[config.mk]
export PLATFORM = sky130hd
export DESIGN_NAME = id_ex_stage_flat
export DESIGN_NICKNAME = d
export VERILOG_FILES = /design/src/rtl/id_ex_if.sv /design/src/rtl/id_ex_stage.sv /design/src/flat_wrapper.sv
export SDC_FILE = /design/constraint.sdc
export NUM_CORES = 1
export LEC_CHECK = 0
export BUFFER_PORTS_ARGS = -buffer_cell sky130_fd_sc_hd__buf_2
export CAP_MARGIN = 20
export CORE_AREA = 2 2 158 160
export DETAILED_ROUTE_END_ITERATION = 16
export DIE_AREA = 0 0 160 162
export GPL_TIMING_DRIVEN = 1
export PLACE_DENSITY_LB_ADDON = 0.05
export SETUP_SLACK_MARGIN = 0.3
export SYNTH_ARGS = -nofsm -noshare
export SYNTH_HDL_FRONTEND = slang
export SYNTH_SLANG_ARGS = --single-unit
[constraint.sdc]
create_clock -name clk -period 7.3 [get_ports clk]
set_input_delay 1.825 -clock clk [delete_from_list [all_inputs] [get_ports clk]]
set_output_delay 1.825 -clock clk [all_outputs]
set_load 0.03 [all_outputs]
[src/rtl/id_ex_if.sv]
// ID/EX stage bundle: decode-side inputs, MEM-stage load tag, EX-side outputs.
// The master side is the datapath around the stage; the stage itself takes the slave side.
interface id_ex_if #(parameter int DW = 32);
    logic          flush;
    logic          id_valid;
    logic          id_reg_write, id_alu_src, id_branch, id_mem_write, id_mem_read;
    logic [2:0]    id_reg_dst, id_mem_to_reg, id_jump_inst_cont;
    logic [4:0]    id_alu_op;
    logic [DW-1:0] id_pc_plus4, id_rs_data, id_rt_data, id_imm;
    logic [4:0]    id_rs, id_rt, id_rd;
    logic          mem_mem_read;
    logic [4:0]    mem_dest;

    logic          ex_valid;
    logic          ex_reg_write, ex_alu_src, ex_branch, ex_mem_write, ex_mem_read;
    logic [2:0]    ex_reg_dst, ex_mem_to_reg, ex_jump_inst_cont;
    logic [4:0]    ex_alu_op;
    logic [DW-1:0] ex_pc_plus4, ex_rs_data, ex_rt_data, ex_imm;
    logic [4:0]    ex_rs, ex_rt, ex_rd, ex_dest;
    logic          stall;
    logic [31:0]   stall_cycles, flush_count;

    modport master (
        output flush, id_valid, id_reg_write, id_alu_src, id_branch, id_mem_write, id_mem_read,
               id_reg_dst, id_mem_to_reg, id_jump_inst_cont, id_alu_op,
               id_pc_plus4, id_rs_data, id_rt_data, id_imm, id_rs, id_rt, id_rd,
               mem_mem_read, mem_dest,
        input  ex_valid, ex_reg_write, ex_alu_src, ex_branch, ex_mem_write, ex_mem_read,
               ex_reg_dst, ex_mem_to_reg, ex_jump_inst_cont, ex_alu_op,
               ex_pc_plus4, ex_rs_data, ex_rt_data, ex_imm, ex_rs, ex_rt, ex_rd, ex_dest,
               stall, stall_cycles, flush_count
    );

    modport slave (
        input  flush, id_valid, id_reg_write, id_alu_src, id_branch, id_mem_write, id_mem_read,
               id_reg_dst, id_mem_to_reg, id_jump_inst_cont, id_alu_op,
               id_pc_plus4, id_rs_data, id_rt_data, id_imm, id_rs, id_rt, id_rd,
               mem_mem_read, mem_dest,
        output ex_valid, ex_reg_write, ex_alu_src, ex_branch, ex_mem_write, ex_mem_read,
               ex_reg_dst, ex_mem_to_reg, ex_jump_inst_cont, ex_alu_op,
               ex_pc_plus4, ex_rs_data, ex_rt_data, ex_imm, ex_rs, ex_rt, ex_rd, ex_dest,
               stall, stall_cycles, flush_count
    );
endinterface

[src/rtl/id_ex_stage.sv]
// ID/EX pipeline register with load-use / jr hazard detection and bubble insertion.
// Define ID_EX_PERF_CNT_EN to build the saturating stall/flush performance counters.
module id_ex_stage #(parameter int DW = 32) (
    input  logic   clk,
    input  logic   rst_n,
    id_ex_if.slave bus
);
    typedef struct packed {
        logic       reg_write;
        logic       alu_src;
        logic       branch;
        logic       mem_write;
        logic       mem_read;
        logic [2:0] reg_dst;
        logic [2:0] mem_to_reg;
        logic [2:0] jump;
        logic [4:0] alu_op;
    } ctrl_t;

    typedef struct packed {
        logic [DW-1:0] pc_plus4;
        logic [DW-1:0] rs_data;
        logic [DW-1:0] rt_data;
        logic [DW-1:0] imm;
        logic [4:0]    rs;
        logic [4:0]    rt;
        logic [4:0]    rd;
    } data_t;

    ctrl_t ctrl_q, ctrl_d, id_ctrl;
    data_t data_q, data_d;
    logic  valid_q, valid_d;
    logic  [4:0] ex_dest;
    logic  uses_rt, load_use, jr_haz, stall;

    assign id_ctrl = '{reg_write: bus.id_reg_write, alu_src: bus.id_alu_src,
                       branch: bus.id_branch, mem_write: bus.id_mem_write,
                       mem_read: bus.id_mem_read, reg_dst: bus.id_reg_dst,
                       mem_to_reg: bus.id_mem_to_reg, jump: bus.id_jump_inst_cont,
                       alu_op: bus.id_alu_op};

    always_comb begin
        case (ctrl_q.reg_dst)
            3'd0:    ex_dest = data_q.rt;
            3'd1:    ex_dest = data_q.rd;
            3'd2:    ex_dest = 5'd31;
            default: ex_dest = 5'd0;
        endcase
    end

    // A zero destination is $zero and can never be a real producer.
    assign uses_rt  = !bus.id_alu_src || bus.id_mem_write;
    assign load_use = valid_q && ctrl_q.mem_read && ctrl_q.reg_write && (ex_dest != 5'd0) &&
                      ((ex_dest == bus.id_rs) || (uses_rt && ex_dest == bus.id_rt));
    assign jr_haz   = (bus.id_jump_inst_cont == 3'd2) &&
                      ((valid_q && ctrl_q.reg_write && (ex_dest != 5'd0) && ex_dest == bus.id_rs) ||
                       (bus.mem_mem_read && (bus.mem_dest != 5'd0) && bus.mem_dest == bus.id_rs));
    assign stall    = bus.id_valid && (load_use || jr_haz) && !bus.flush;

    always_comb begin
        // NOTE: defaults first so every path assigns every signal and no latch is inferred.
        ctrl_d  = ctrl_q;
        data_d  = data_q;
        valid_d = valid_q;
        if (bus.flush || stall) begin
            ctrl_d  = '0;
            valid_d = 1'b0;
        end else begin
            data_d  = '{pc_plus4: bus.id_pc_plus4, rs_data: bus.id_rs_data,
                        rt_data: bus.id_rt_data, imm: bus.id_imm,
                        rs: bus.id_rs, rt: bus.id_rt, rd: bus.id_rd};
            ctrl_d  = bus.id_valid ? id_ctrl : '0;
            valid_d = bus.id_valid;
        end
    end

    always_ff @(posedge clk or negedge rst_n) begin
        if (!rst_n) begin
            ctrl_q  <= '0;
            data_q  <= '0;
            valid_q <= 1'b0;
        end else begin
            // NOTE: non-blocking so every flop samples pre-edge values regardless of order.
            ctrl_q  <= ctrl_d;
            data_q  <= data_d;
            valid_q <= valid_d;
        end
    end

`ifdef ID_EX_PERF_CNT_EN
    logic [31:0] stall_cycles_q, stall_cycles_d, flush_count_q, flush_count_d;

    assign stall_cycles_d = (stall && stall_cycles_q != 32'hFFFF_FFFF) ? stall_cycles_q + 32'd1
                                                                       : stall_cycles_q;
    assign flush_count_d  = (bus.flush && flush_count_q != 32'hFFFF_FFFF) ? flush_count_q + 32'd1
                                                                          : flush_count_q;

    always_ff @(posedge clk or negedge rst_n) begin
        if (!rst_n) begin
            stall_cycles_q <= '0;
            flush_count_q  <= '0;
        end else begin
            stall_cycles_q <= stall_cycles_d;
            flush_count_q  <= flush_count_d;
        end
    end

    assign bus.stall_cycles = stall_cycles_q;
    assign bus.flush_count  = flush_count_q;
`else
    assign bus.stall_cycles = 32'd0;
    assign bus.flush_count  = 32'd0;
`endif

    assign bus.stall             = stall;
    assign bus.ex_valid          = valid_q;
    assign bus.ex_dest           = ex_dest;
    assign bus.ex_reg_write      = ctrl_q.reg_write;
    assign bus.ex_alu_src        = ctrl_q.alu_src;
    assign bus.ex_branch         = ctrl_q.branch;
    assign bus.ex_mem_write      = ctrl_q.mem_write;
    assign bus.ex_mem_read       = ctrl_q.mem_read;
    assign bus.ex_reg_dst        = ctrl_q.reg_dst;
    assign bus.ex_mem_to_reg     = ctrl_q.mem_to_reg;
    assign bus.ex_jump_inst_cont = ctrl_q.jump;
    assign bus.ex_alu_op         = ctrl_q.alu_op;
    assign bus.ex_pc_plus4       = data_q.pc_plus4;
    assign bus.ex_rs_data        = data_q.rs_data;
    assign bus.ex_rt_data        = data_q.rt_data;
    assign bus.ex_imm            = data_q.imm;
    assign bus.ex_rs             = data_q.rs;
    assign bus.ex_rt             = data_q.rt;
    assign bus.ex_rd             = data_q.rd;
endmodule

[src/flat_wrapper.sv]
// flat-port wrapper written by rule: the top's interface ports become plain ports
module id_ex_stage_flat 
#(parameter int DW = 32)
  (clk, rst_n, bus_flush, bus_id_valid, bus_id_reg_write, bus_id_alu_src, bus_id_branch, bus_id_mem_write, bus_id_mem_read, bus_id_reg_dst, bus_id_mem_to_reg, bus_id_jump_inst_cont, bus_id_alu_op, bus_id_pc_plus4, bus_id_rs_data, bus_id_rt_data, bus_id_imm, bus_id_rs, bus_id_rt, bus_id_rd, bus_mem_mem_read, bus_mem_dest, bus_ex_valid, bus_ex_reg_write, bus_ex_alu_src, bus_ex_branch, bus_ex_mem_write, bus_ex_mem_read, bus_ex_reg_dst, bus_ex_mem_to_reg, bus_ex_jump_inst_cont, bus_ex_alu_op, bus_ex_pc_plus4, bus_ex_rs_data, bus_ex_rt_data, bus_ex_imm, bus_ex_rs, bus_ex_rt, bus_ex_rd, bus_ex_dest, bus_stall, bus_stall_cycles, bus_flush_count);
  id_ex_if #(.DW(DW)) bus_i ();
  input  logic clk;
  input  logic rst_n;
  input wire logic [$bits(bus_i.flush)-1:0] bus_flush;
  input wire logic [$bits(bus_i.id_valid)-1:0] bus_id_valid;
  input wire logic [$bits(bus_i.id_reg_write)-1:0] bus_id_reg_write;
  input wire logic [$bits(bus_i.id_alu_src)-1:0] bus_id_alu_src;
  input wire logic [$bits(bus_i.id_branch)-1:0] bus_id_branch;
  input wire logic [$bits(bus_i.id_mem_write)-1:0] bus_id_mem_write;
  input wire logic [$bits(bus_i.id_mem_read)-1:0] bus_id_mem_read;
  input wire logic [$bits(bus_i.id_reg_dst)-1:0] bus_id_reg_dst;
  input wire logic [$bits(bus_i.id_mem_to_reg)-1:0] bus_id_mem_to_reg;
  input wire logic [$bits(bus_i.id_jump_inst_cont)-1:0] bus_id_jump_inst_cont;
  input wire logic [$bits(bus_i.id_alu_op)-1:0] bus_id_alu_op;
  input wire logic [$bits(bus_i.id_pc_plus4)-1:0] bus_id_pc_plus4;
  input wire logic [$bits(bus_i.id_rs_data)-1:0] bus_id_rs_data;
  input wire logic [$bits(bus_i.id_rt_data)-1:0] bus_id_rt_data;
  input wire logic [$bits(bus_i.id_imm)-1:0] bus_id_imm;
  input wire logic [$bits(bus_i.id_rs)-1:0] bus_id_rs;
  input wire logic [$bits(bus_i.id_rt)-1:0] bus_id_rt;
  input wire logic [$bits(bus_i.id_rd)-1:0] bus_id_rd;
  input wire logic [$bits(bus_i.mem_mem_read)-1:0] bus_mem_mem_read;
  input wire logic [$bits(bus_i.mem_dest)-1:0] bus_mem_dest;
  output wire logic [$bits(bus_i.ex_valid)-1:0] bus_ex_valid;
  output wire logic [$bits(bus_i.ex_reg_write)-1:0] bus_ex_reg_write;
  output wire logic [$bits(bus_i.ex_alu_src)-1:0] bus_ex_alu_src;
  output wire logic [$bits(bus_i.ex_branch)-1:0] bus_ex_branch;
  output wire logic [$bits(bus_i.ex_mem_write)-1:0] bus_ex_mem_write;
  output wire logic [$bits(bus_i.ex_mem_read)-1:0] bus_ex_mem_read;
  output wire logic [$bits(bus_i.ex_reg_dst)-1:0] bus_ex_reg_dst;
  output wire logic [$bits(bus_i.ex_mem_to_reg)-1:0] bus_ex_mem_to_reg;
  output wire logic [$bits(bus_i.ex_jump_inst_cont)-1:0] bus_ex_jump_inst_cont;
  output wire logic [$bits(bus_i.ex_alu_op)-1:0] bus_ex_alu_op;
  output wire logic [$bits(bus_i.ex_pc_plus4)-1:0] bus_ex_pc_plus4;
  output wire logic [$bits(bus_i.ex_rs_data)-1:0] bus_ex_rs_data;
  output wire logic [$bits(bus_i.ex_rt_data)-1:0] bus_ex_rt_data;
  output wire logic [$bits(bus_i.ex_imm)-1:0] bus_ex_imm;
  output wire logic [$bits(bus_i.ex_rs)-1:0] bus_ex_rs;
  output wire logic [$bits(bus_i.ex_rt)-1:0] bus_ex_rt;
  output wire logic [$bits(bus_i.ex_rd)-1:0] bus_ex_rd;
  output wire logic [$bits(bus_i.ex_dest)-1:0] bus_ex_dest;
  output wire logic [$bits(bus_i.stall)-1:0] bus_stall;
  output wire logic [$bits(bus_i.stall_cycles)-1:0] bus_stall_cycles;
  output wire logic [$bits(bus_i.flush_count)-1:0] bus_flush_count;
  assign bus_i.flush = bus_flush;
  assign bus_i.id_valid = bus_id_valid;
  assign bus_i.id_reg_write = bus_id_reg_write;
  assign bus_i.id_alu_src = bus_id_alu_src;
  assign bus_i.id_branch = bus_id_branch;
  assign bus_i.id_mem_write = bus_id_mem_write;
  assign bus_i.id_mem_read = bus_id_mem_read;
  assign bus_i.id_reg_dst = bus_id_reg_dst;
  assign bus_i.id_mem_to_reg = bus_id_mem_to_reg;
  assign bus_i.id_jump_inst_cont = bus_id_jump_inst_cont;
  assign bus_i.id_alu_op = bus_id_alu_op;
  assign bus_i.id_pc_plus4 = bus_id_pc_plus4;
  assign bus_i.id_rs_data = bus_id_rs_data;
  assign bus_i.id_rt_data = bus_id_rt_data;
  assign bus_i.id_imm = bus_id_imm;
  assign bus_i.id_rs = bus_id_rs;
  assign bus_i.id_rt = bus_id_rt;
  assign bus_i.id_rd = bus_id_rd;
  assign bus_i.mem_mem_read = bus_mem_mem_read;
  assign bus_i.mem_dest = bus_mem_dest;
  assign bus_ex_valid = bus_i.ex_valid;
  assign bus_ex_reg_write = bus_i.ex_reg_write;
  assign bus_ex_alu_src = bus_i.ex_alu_src;
  assign bus_ex_branch = bus_i.ex_branch;
  assign bus_ex_mem_write = bus_i.ex_mem_write;
  assign bus_ex_mem_read = bus_i.ex_mem_read;
  assign bus_ex_reg_dst = bus_i.ex_reg_dst;
  assign bus_ex_mem_to_reg = bus_i.ex_mem_to_reg;
  assign bus_ex_jump_inst_cont = bus_i.ex_jump_inst_cont;
  assign bus_ex_alu_op = bus_i.ex_alu_op;
  assign bus_ex_pc_plus4 = bus_i.ex_pc_plus4;
  assign bus_ex_rs_data = bus_i.ex_rs_data;
  assign bus_ex_rt_data = bus_i.ex_rt_data;
  assign bus_ex_imm = bus_i.ex_imm;
  assign bus_ex_rs = bus_i.ex_rs;
  assign bus_ex_rt = bus_i.ex_rt;
  assign bus_ex_rd = bus_i.ex_rd;
  assign bus_ex_dest = bus_i.ex_dest;
  assign bus_stall = bus_i.stall;
  assign bus_stall_cycles = bus_i.stall_cycles;
  assign bus_flush_count = bus_i.flush_count;
  id_ex_stage #(.DW(DW)) u_core (.clk(clk), .rst_n(rst_n), .bus(bus_i));
endmodule
## After elaboration in Yosys (flattened, before gate mapping)

Index checks and enable logic that the tools add are counted.
Widths: inputs -> output; s select.

| storage, ports and cells | value |
|---|---|
| bits in registers | 163 |
| bits of input ports | 172 |
| output and inout bits | 233 |

| cells by class | value |
|---|---|
| eq/ne operators | 6 |
| muxes and demuxes | 4 |
| reductions and logical operators | 23 |

Operators by type and width:

| operator | count |
|---|---|
| $mux 19 | 2 |
| $eq 5x5->1 | 3 |
| $pmux 5 s3 | 1 |
| $logic_and 1x1->1 | 13 |
| $reduce_bool 5->1 | 2 |
| $eq 3x2->1 const B | 2 |
| $logic_or 1x1->1 | 5 |
| $eq 3x1->1 const B | 1 |
| $logic_not 3->1 | 1 |
| $logic_not 1->1 | 2 |
| $mux 1 | 1 |

## Logic depth before layout (Yosys ltp)

Gate-level depths: netlist (run 1).

| depth | value |
|---|---|
| depth after elaboration | 12 |
| mapped depth | 10 |

## Least setup slack after synthesis (run 1)

OpenSTA, ideal clock, no wires.

| path | value |
|---|---|
| kind | in2out |
| start point | input port bus_id_rs[0] |
| end point | output port bus_stall |
| data arrival time | 3.326 ns |
| data required time | 5.475 ns |
| path slack | 2.149 ns |
| stages | 7 |
| buffers on the path | 0 |
| path through | inv_1 > a211oi_1 > nor4_1 > nand4_1 > a31oi_1 > nor2_1 > nor3_1 |

| on the way | value |
|---|---|
| word-level cells in the longest chain between the ends | 7 |

Ends and longest elaborated chain:

| item | RTL line | source |
|---|---|---|
| start, declared | flat_wrapper.sv:23 | `input wire logic [$bits(bus_i.id_rs)-1:0] bus_id_rs;` |
| $eq 5x5->1 (on tied branches) | id_ex_stage.sv:54, id_ex_stage.sv:56, id_ex_stage.sv:57 |  |
| $logic_and 1x1->1 (on tied branches) | id_ex_stage.sv:56, id_ex_stage.sv:57 |  |
| $logic_or 1x1->1 | id_ex_stage.sv:56 | `((valid_q && ctrl_q.reg_write && (ex_dest != 5'd0) && ex_dest == bus.id_rs) \|\|` |
| $logic_and 1x1->1 | id_ex_stage.sv:55 | `assign jr_haz = (bus.id_jump_inst_cont == 3'd2) &&` |
| $logic_or 1x1->1 (*) | id_ex_stage.sv:58 | `assign stall = bus.id_valid && (load_use \|\| jr_haz) && !bus.flush;` |
| $logic_and 1x1->1 (*) (2 in a row) | id_ex_stage.sv:58 |  |
| end, declared | flat_wrapper.sv:46 | `output wire logic [$bits(bus_i.stall)-1:0] bus_stall;` |

Mark *: on every way between the ends. The rest lies on a longest branch, timed or not.

## Worst setup path after layout (run 1)

Ends and elaborated chain as after synthesis.

==> impl_metrics.csv, run 1 <==
group,metric,value,unit
clocking,clkLatencyLatePin,0.41,ns
sta,hold_violations,0,
power_and_ir_drop,power,2.460,mW
die,die_area,25920,µm²
sta,setup_viol,0,
die,io-pin-count,405,
drt,drtPass1Iterations,4,
power_and_ir_drop,powerDensity,262.1,nW/µm²
global_routing,use_met2,0.2534,
synth,ys_types,33,
global_routing,met3_usage,0.05388,
sta,slew_viol_final,0,
global_routing,grt_antenna_before_repair,4,
layout,layout.cells.non_filler,1177,
clocking,cts_sinks,163,
global_routing,use_met1,0.1773,
clocking,ctsResizeCount,0,
setup_path,cp-end-kind,"output pin",
global_routing,grt_max_degree,97,
global_routing,grt_use_total,0.1498,
synth,syn_area,6970,µm²
synth,ys_warn_count,0,
setup_path,cp_max_fo,4,
global_routing,grt_pass1_wl,29810,µm
layout,area_growth,34.66,%
setup_path,required,5.48,ns
place,dp.cells,1142,
die,core,24110,µm²
flow_run,cap_violations,0,
setup_path,slowest_stage,"nor4_1",
synth,synth-seq-cells,163,
synth,syn_inst,494,
synth,yosys.area.top_type,"dfrtp_1",
sta,rsz0062_at_grt,"false",
drt,drc,0,
clocking,cts_root_buf,"clkbuf_16",
synth,yosys.area.top_type_share,0.5852,
layout,mostFrequentLayoutCells,"buf_2 (339), dfrtp_1 (163), mux2_1 (143)",
drt,wl_per_cell,16.74,µm
sta,min_period,5.409,ns
die,rows,57,
drt,totalWireLength,19700,µm
synth,yosysSeqAreaShare,0.5852,
clocking,cts_made_buffers,17,
status,status,"complete, no violations",
setup_path,crit_top_cell,"buf_2",
setup_path,crit_chain,"buf_2 -> inv_1 -> a211oi_1 -> nor4_1 -> nand4_1 -> a31oi_1 -> nor2_1 -> nor3_1 -> buf_2",
power_and_ir_drop,ir_drop,0.0001172,V
drt,num_vias,4887,
sta,tightest_slew,0.9227,ns
place,gp_congestion,0.8460,
layout,final_common_cell,"buf_2",
global_routing,grt_overflow,0,
sta,max_freq,0.1849,GHz
layout,drive_above_1_share,0.4488,
min_path,holdCritPathClass,"flip-flop to flip-flop",
clocking,post-cts-setup-buffer-count,0,
die,die_h,162,µm
synth,async_reset_ff_frac,1.000,
die,initial_core_util,0.2892,
sta,skew,0.01320,ns
clocking,cts_tree,"built",
sta,min_period_over_period,0.7410,
sta,slew_headroom,0.3798,
setup_path,start_kind,"primary input",
global_routing,busiest_layer,"met2",
drt,via_per_inst,4.152,
clocking,clk_pin_slew,0.06,ns
clocking,clk_path_buf_depth,2,
drt,first_iter_violations,153,
place,dpl.hpwl,15420,µm
synth,synth_area_per_cell,14.11,µm²
drt,postRouteAntennaNets,0,
clocking,h-tree-depth,4,
place,io_buffers,340,
layout,nets,1009,
synth,synth_edf_count,0,
sta,fin_tns_setup,0,ns
synth,yosys-top-cells-area,"dfrtp_1 (59%), mux2_1 (23%), buf_4 (7.8%), and2_1 (1.8%), a211oi_1 (1.5%)",
power_and_ir_drop,power.leakage,4.674,nW
setup_path,crit_type,"primary input to output pin",
synth,ys.flop_type,"dfrtp_1",
setup_path,cpPeakStageDelay,0.55,ns
die,die_width,160,µm
setup_path,crit_arrival,3.58,ns
global_routing,grt_pass1_vias,5150,
clocking,cts_hold_buf,0,
-- synthesized netlist by cell type (2+ instances only) --
library cell	instances
clkbuf_1	2
xnor2_1	2
o21bai_1	4
nor3_1	4
buf_4	72
buf_2	10
nand3b_1	4
inv_1	12
a211oi_1	14
mux2_1	143
or2_1	4
and2_1	20
dfrtp_1	163
nor4_1	5
xor2_1	5
a21oi_1	5
nand4_1	4
nor2_1	3
nor4bb_1	4
-- metal layers --
layer  vias up  share of wire
met2       227           0.50
met5         -              0
li1       2283              -
met4         0          0.020
met3        18          0.083
met1      2359           0.40
-- cell families after synthesis --
logic type | share of synthesized area
multiplexers | 0.2310
AO/OA/AOI/OAI | 0.03195
other | 0.0005380
XOR/XNOR | 0.008796
flip-flops | 0.5852
buffers and inverters | 0.09226
AND/OR/NAND/NOR | 0.05026
-- through the flow --
stage            util  hold slack [ns]  cell area, µm²  setup WS (ns)
2_1_floorplan       -           0.6892            7207          2.149
3_3_place_gp   0.3641           0.4616            8777          2.012
3_5_place_dp   0.3641           0.4691            8777          1.936
4_1_cts        0.3890           0.4844            9376          1.929
5_1_grt        0.3893           0.4925            9384          1.694
6_report       0.3894           0.4783            9387          1.891
-- report_power, final --
group          internal [mW]  total, mW  switching (mW)
Sequential             0.987       1.03          0.0409
Combinational          0.160      0.522           0.362
Clock                  0.529      0.911           0.381
-- critical path, delay by kind of cell --
family,cells,cell delay (ns)
compound gates,2,0.31
simple gates,4,1.02
buf+inv,3,0.42
-- path summary, 6_finish.rpt --
kind                                                  from  slack [ns]  cells after the start                         end
worst max-delay path                          bus_id_rs[0]        1.89                      9                   bus_stall
worst min-delay path            u_core.bus.ex_pc_plus4[28]        0.48                      1  u_core.bus.ex_pc_plus4[28]
worst max register to register    u_core.bus.ex_reg_dst[0]        3.73                      8   u_core.bus.ex_rs_data[19]
worst min register to register  u_core.bus.ex_pc_plus4[28]        0.48                      1  u_core.bus.ex_pc_plus4[28]
max in group asynchronous                            rst_n        4.33                      2     u_core.bus.ex_alu_op[4]
min in group asynchronous                            rst_n        1.46                      1   u_core.bus.ex_pc_plus4[1]
-- cell type report --
class	count	area (µm²)
antenna	4	10.01
clock buffer	19	452.9
clock inverter	12	146.4
fill	2426	14720
inverter	12	45.04
multi-input combinational	298	2502
sequential	163	4079
tap	324	405.4
timing repair buffer	345	1745
Power figures use the tool's default switching activity.
==> inputs of run 2 (changes only) <==
--- a/config.mk
+++ b/config.mk
@@ -7,9 +7,9 @@
 export LEC_CHECK = 0
 export BUFFER_PORTS_ARGS = -buffer_cell sky130_fd_sc_hd__buf_2
 export CAP_MARGIN = 20
-export CORE_AREA = 2 2 158 160
+export CORE_AREA = 2 2 157 159
 export DETAILED_ROUTE_END_ITERATION = 16
-export DIE_AREA = 0 0 160 162
+export DIE_AREA = 0 0 159 161
 export GPL_TIMING_DRIVEN = 1
 export PLACE_DENSITY_LB_ADDON = 0.05
 export SETUP_SLACK_MARGIN = 0.3
==> constraint.sdc (replaced) <==
create_clock -name clk -period 4.9 [get_ports clk]
set_input_delay 1.225 -clock clk [delete_from_list [all_inputs] [get_ports clk]]
set_output_delay 1.225 -clock clk [all_outputs]
set_load 0.03 [all_outputs]
==> run 2 against run 1 <==
Clock power rose by 41%. Clock skew increased by 0.0022 ns. Flip-flop and latch count stayed put. Final cell count fell by 0.25%. Highest routed layer unchanged.
==> impl_metrics.csv, run 2 (synthesis results as in run 1) <==
group,metric,value,unit
clocking,clk_pin_slew,0.06,ns
sta,skew,0.01544,ns
setup_path,cp-end-kind,"output pin",
clocking,cts_root_buf,"clkbuf_16",
clocking,ctsResizeCount,0,
place,io_buffers,340,
layout,nFillCells,2396,
sta,setup_viol,0,
die,die_area,25600,µm²
min_path,holdCritPathClass,"flip-flop to flip-flop",
drt,drc,0,
layout,nets,1010,
layout,mostFrequentLayoutCells,"buf_2 (339), dfrtp_1 (163), mux2_1 (143)",
global_routing,grt_use_total,0.1465,
place,post_dp_cell_area,8810,µm²
sta,min_period_over_period,0.8653,
layout,area_growth,34.37,%
global_routing,grt_antenna_before_repair,0,
place,dpl.hpwl,14390,µm
setup_path,cp_max_fo,19,
clocking,post-cts-setup-buffer-count,0,
clocking,cts_hold_buf,0,
layout,finalInstanceArea,9366,µm²
clocking,cts_tree,"built",
die,die_h,161,µm
place,gp_congestion,0.7895,
setup_path,crit_chain,"nor4bb_1 -> a211oi_1 -> nor4_1 -> nand4_1 -> a31oi_1 -> nor2_1 -> nor3_1 -> buf_2",
drt,num_vias,4920,
status,status,"complete, no violations",
sta,slew_viol_final,0,
power_and_ir_drop,ir_drop,0.0001828,V
flow_run,cap_violations,0,
die,rows,57,
drt,totalWireLength,18720,µm
sta,tightest_slew,0.8215,ns
sta,rsz0062_at_grt,"false",
clocking,cts_sinks,163,
clocking,clk_path_buf_depth,2,
drt,via_per_inst,4.191,
power_and_ir_drop,powerDensity,383.3,nW/µm²
power_and_ir_drop,power,3.590,mW
setup_path,cpPeakStageDelay,0.56,ns
global_routing,grt_overflow,0,
die,initial_core_util,0.2909,
sta,fin_tns_setup,0,ns
setup_path,slowest_stage,"dfrtp_1",
layout,fin_util,0.3909,
global_routing,grt_pass1_wl,29260,µm
sta,max_freq,0.2359,GHz
setup_path,start_kind,"flip-flop",
setup_path,required,3.67,ns
layout,antenna_cells,0,
drt,postRouteAntennaNets,0,
layout,regArea,4079,µm²
layout,multi_input_area,2502,µm²
die,io-pin-count,405,
clocking,clkLatencyLatePin,0.42,ns
sta,hold_violations,0,
global_routing,grt_max_degree,100,
layout,drive_above_1_share,0.4471,
clocking,h-tree-depth,4,
power_and_ir_drop,power.leakage,4.658,nW
die,die_width,159,µm
drt,first_iter_violations,145,
drt,drtPass1Iterations,4,
sta,min_period,4.240,ns
layout,final_common_cell,"buf_2",
global_routing,grt_pass1_vias,5164,
setup_path,crit_type,"flip-flop to output pin",
setup_path,crit_arrival,3.01,ns
sta,slew_headroom,0.4523,
drt,wl_per_cell,15.94,µm
die,core,23960,µm²
clocking,cts_made_buffers,17,
## run 2: metal layers
metal | share of wire | wire (µm) | vias to the layer above | global-route usage
li1 | - | - | 2283 | -
met1 | 0.40 | 7570 | 2405 | 0.1739
met2 | 0.51 | 9522 | 220 | 0.2545
met3 | 0.076 | 1422 | 12 | 0.05110
met4 | 0.011 | 203 | 0 | 0.03760
met5 | 0 | 0 | - | 0
## run 2: final timing paths
kind	endpoint	cells after the start	slack, ns	start
worst max-delay path	bus_stall	8	0.66	u_core.bus.ex_reg_dst[1]
worst min-delay path	u_core.bus.ex_pc_plus4[16]	1	0.48	u_core.bus.ex_pc_plus4[16]
worst max register to register	u_core.bus.ex_rt_data[7]	8	1.56	u_core.bus.ex_reg_dst[1]
worst min register to register	u_core.bus.ex_pc_plus4[16]	1	0.48	u_core.bus.ex_pc_plus4[16]
max in group asynchronous	u_core.bus.ex_imm[28]	2	3.07	rst_n
min in group asynchronous	u_core.bus.ex_rd[3]	1	0.84	rst_n
## run 2: through the flow
stage | instances | hold slack, ns | worst slack [ns]
final | 1174 | 0.4761 | 0.6603
after global routing | 1174 | 0.4974 | 0.3272
after CTS | 1174 | 0.4830 | 0.6022
after detailed placement | 1143 | 0.4692 | 0.7738
after global placement | 1143 | 0.4622 | 0.8045
after floorplan | 557 | 0.6892 | 0.8677
## run 2: critical path, delay by kind of cell (launching register included)
kind | cells | cell delay (ns)
flops | 1 | 0.56
buf+inv | 1 | 0.23
simple gates | 5 | 1.45
compound gates | 2 | 0.35
## run 2: final cells by class
cell class,instances,share of cell area
tap,324,0.04328
clock inverter,12,0.01322
timing repair buffer,346,0.1898
multi-input combinational,298,0.2672
inverter,12,0.004809
sequential,163,0.4355
clock buffer,19,0.04622
## run 2: where the power goes
group	internal, mW	total (mW)	switching (mW)	leakage [nW]
Clock	0.709	1.28	0.571	0.259
Combinational	0.241	0.780	0.539	2.46
Sequential	1.47	1.53	0.0606	1.94
==> inputs of run 3 (changes only) <==
--- a/config.mk
+++ b/config.mk
@@ -8,6 +8,7 @@
 export BUFFER_PORTS_ARGS = -buffer_cell sky130_fd_sc_hd__buf_2
 export CAP_MARGIN = 20
 export CORE_AREA = 2 2 157 159
+export CTS_BUF_LIST = sky130_fd_sc_hd__clkbuf_4 sky130_fd_sc_hd__clkbuf_8 sky130_fd_sc_hd__clkbuf_16
 export DETAILED_ROUTE_END_ITERATION = 16
 export DIE_AREA = 0 0 159 161
 export GPL_TIMING_DRIVEN = 1
==> run 3 against run 2 <==
Total power increased by 0.32%. Die area unchanged. Global-route usage unchanged. Largest cell class unchanged. Clock-buffer cell count unchanged. Critical path type unchanged. Final area about the same. Non-clock buffer count unchanged.
==> impl_metrics.csv, run 3 (synthesis results as in run 1) <==
group,metric,value,unit
status,status,"complete, no violations",
die,die_area,25600,µm²
place,dpl.hpwl,14390,µm
place,io_buffers,340,
sta,hold_violations,0,
min_path,holdCritPathClass,"flip-flop to flip-flop",
sta,rsz0062_at_grt,"false",
power_and_ir_drop,powerDensity,384.2,nW/µm²
global_routing,grt_antenna_before_repair,0,
sta,setup_viol,0,
setup_path,path_depth,8,
drt,drtPass1Iterations,4,
layout,area_growth,34.48,%
layout,mostFrequentLayoutCells,"buf_2 (339), dfrtp_1 (163), mux2_1 (143)",
sta,tightest_slew,0.8223,ns
layout,final_common_cell,"buf_2",
clocking,ctsResizeCount,0,
clocking,cts_tree,"built",
sta,fin_tns_setup,0,ns
drt,num_vias,4919,
setup_path,cpPeakStageDelay,0.56,ns
sta,skew,0.01556,ns
clocking,h-tree-depth,4,
sta,max_freq,0.2359,GHz
clocking,clk_path_buf_depth,2,
layout,fin_util,0.3912,
layout,drive_above_1_share,0.4494,
clocking,cts_hold_buf,0,
die,rows,57,
die,core,23960,µm²
die,die_h,161,µm
layout,layout.cells.non_filler,1174,
clocking,cts_root_buf,"clkbuf_16",
clocking,clkLatencyLatePin,0.42,ns
power_and_ir_drop,ir_drop,0.0001828,V
setup_path,crit_type,"flip-flop to output pin",
drt,via_per_inst,4.190,
setup_path,crit_chain,"nor4bb_1 -> a211oi_1 -> nor4_1 -> nand4_1 -> a31oi_1 -> nor2_1 -> nor3_1 -> buf_2",
setup_path,cp-end-kind,"output pin",
setup_path,critPathBufInv,1,
clocking,post-cts-setup-buffer-count,0,
die,io-pin-count,405,
global_routing,grt_use_total,0.1465,
drt,totalWireLength,18730,µm
global_routing,grt_max_degree,100,
global_routing,grt_pass1_vias,5164,
sta,finalWorstSetupSlack,0.6609,ns
drt,first_iter_violations,145,
clocking,clk_pin_slew,0.06,ns
drt,drc,0,
sta,min_period,4.239,ns
setup_path,cp_max_fo,19,
sta,slew_viol_final,0,
setup_path,slowest_stage,"dfrtp_1",
layout,nFillCells,2396,
power_and_ir_drop,power.leakage,4.664,nW
setup_path,crit_arrival,3.01,ns
layout,nets,1010,
global_routing,grt_overflow,0,
drt,postRouteAntennaNets,0,
layout,antenna_cells,0,
place,gp_congestion,0.7895,
setup_path,r2r_cells,8,
flow_run,cap_violations,0,
drt,wl_per_cell,15.95,µm
sta,min_period_over_period,0.8651,
clocking,cts_made_buffers,17,
min_path,min_path_cells,1,
sta,slew_headroom,0.4518,
die,die_width,159,µm
setup_path,start_kind,"flip-flop",
place,place_ws,0.7738,ns
setup_path,required,3.67,ns
clocking,cts_sinks,163,
global_routing,grt_pass1_wl,29260,µm
place,dp.cells,1143,
setup_path,critPathTopFamily,"simple AND/OR/NAND/NOR gates",
die,initial_core_util,0.2909,
## run 3: cell counts in the layout (fill, tap and decap cells not counted)
Identical to the previous run, type by type.
## run 3: per-stage QoR
| stage | hold slack [ns] | power [mW] | area, µm² |
|---|---|---|---|
| 4_1_cts | 0.4830 | 3.670 | 9374 |
| 2_1_floorplan | 0.6892 | 2.088 | 7207 |
| 3_3_place_gp | 0.4622 | 2.345 | 8810 |
| 6_report | 0.4761 | 3.602 | 9374 |
| 5_1_grt | 0.4974 | 3.792 | 9374 |
| 3_5_place_dp | 0.4692 | 2.350 | 8810 |
## run 3: path summary, 6_finish.rpt
kind	start	endpoint	slack [ns]
min in group asynchronous	rst_n	u_core.bus.ex_rd[3]	0.84
worst min-delay path	u_core.bus.ex_pc_plus4[16]	u_core.bus.ex_pc_plus4[16]	0.48
worst max register to register	u_core.bus.ex_reg_dst[1]	u_core.bus.ex_rt_data[7]	1.56
worst min register to register	u_core.bus.ex_pc_plus4[16]	u_core.bus.ex_pc_plus4[16]	0.48
max in group asynchronous	rst_n	u_core.bus.ex_imm[28]	3.07
worst max-delay path	u_core.bus.ex_reg_dst[1]	bus_stall	0.66
## run 3: routing by layer
metal,vias up,global-route usage,share of wire
li1,2283,-,-
met3,12,0.05110,0.076
met2,220,0.2545,0.51
met5,-,0,0
met1,2404,0.1739,0.40
met4,0,0.03760,0.011
## run 3: layout make-up
class / count / area, µm² / area share
Clock buffer: 19 / 440.4 / 0.04698
Clock inverter: 12 / 123.9 / 0.01321
Inverter: 12 / 45.04 / 0.004805
Multi-Input combinational cell: 298 / 2502 / 0.2670
Sequential cell: 163 / 4079 / 0.4351
Tap cell: 324 / 405.4 / 0.04325
Timing Repair Buffer: 346 / 1778 / 0.1897
## run 3: power breakdown
group | switching (mW) | internal, mW | total (mW)
Combinational | 0.539 | 0.241 | 0.780
Clock | 0.571 | 0.720 | 1.29
Sequential | 0.0607 | 1.47 | 1.53
Total | 1.17 | 2.43 | 3.60
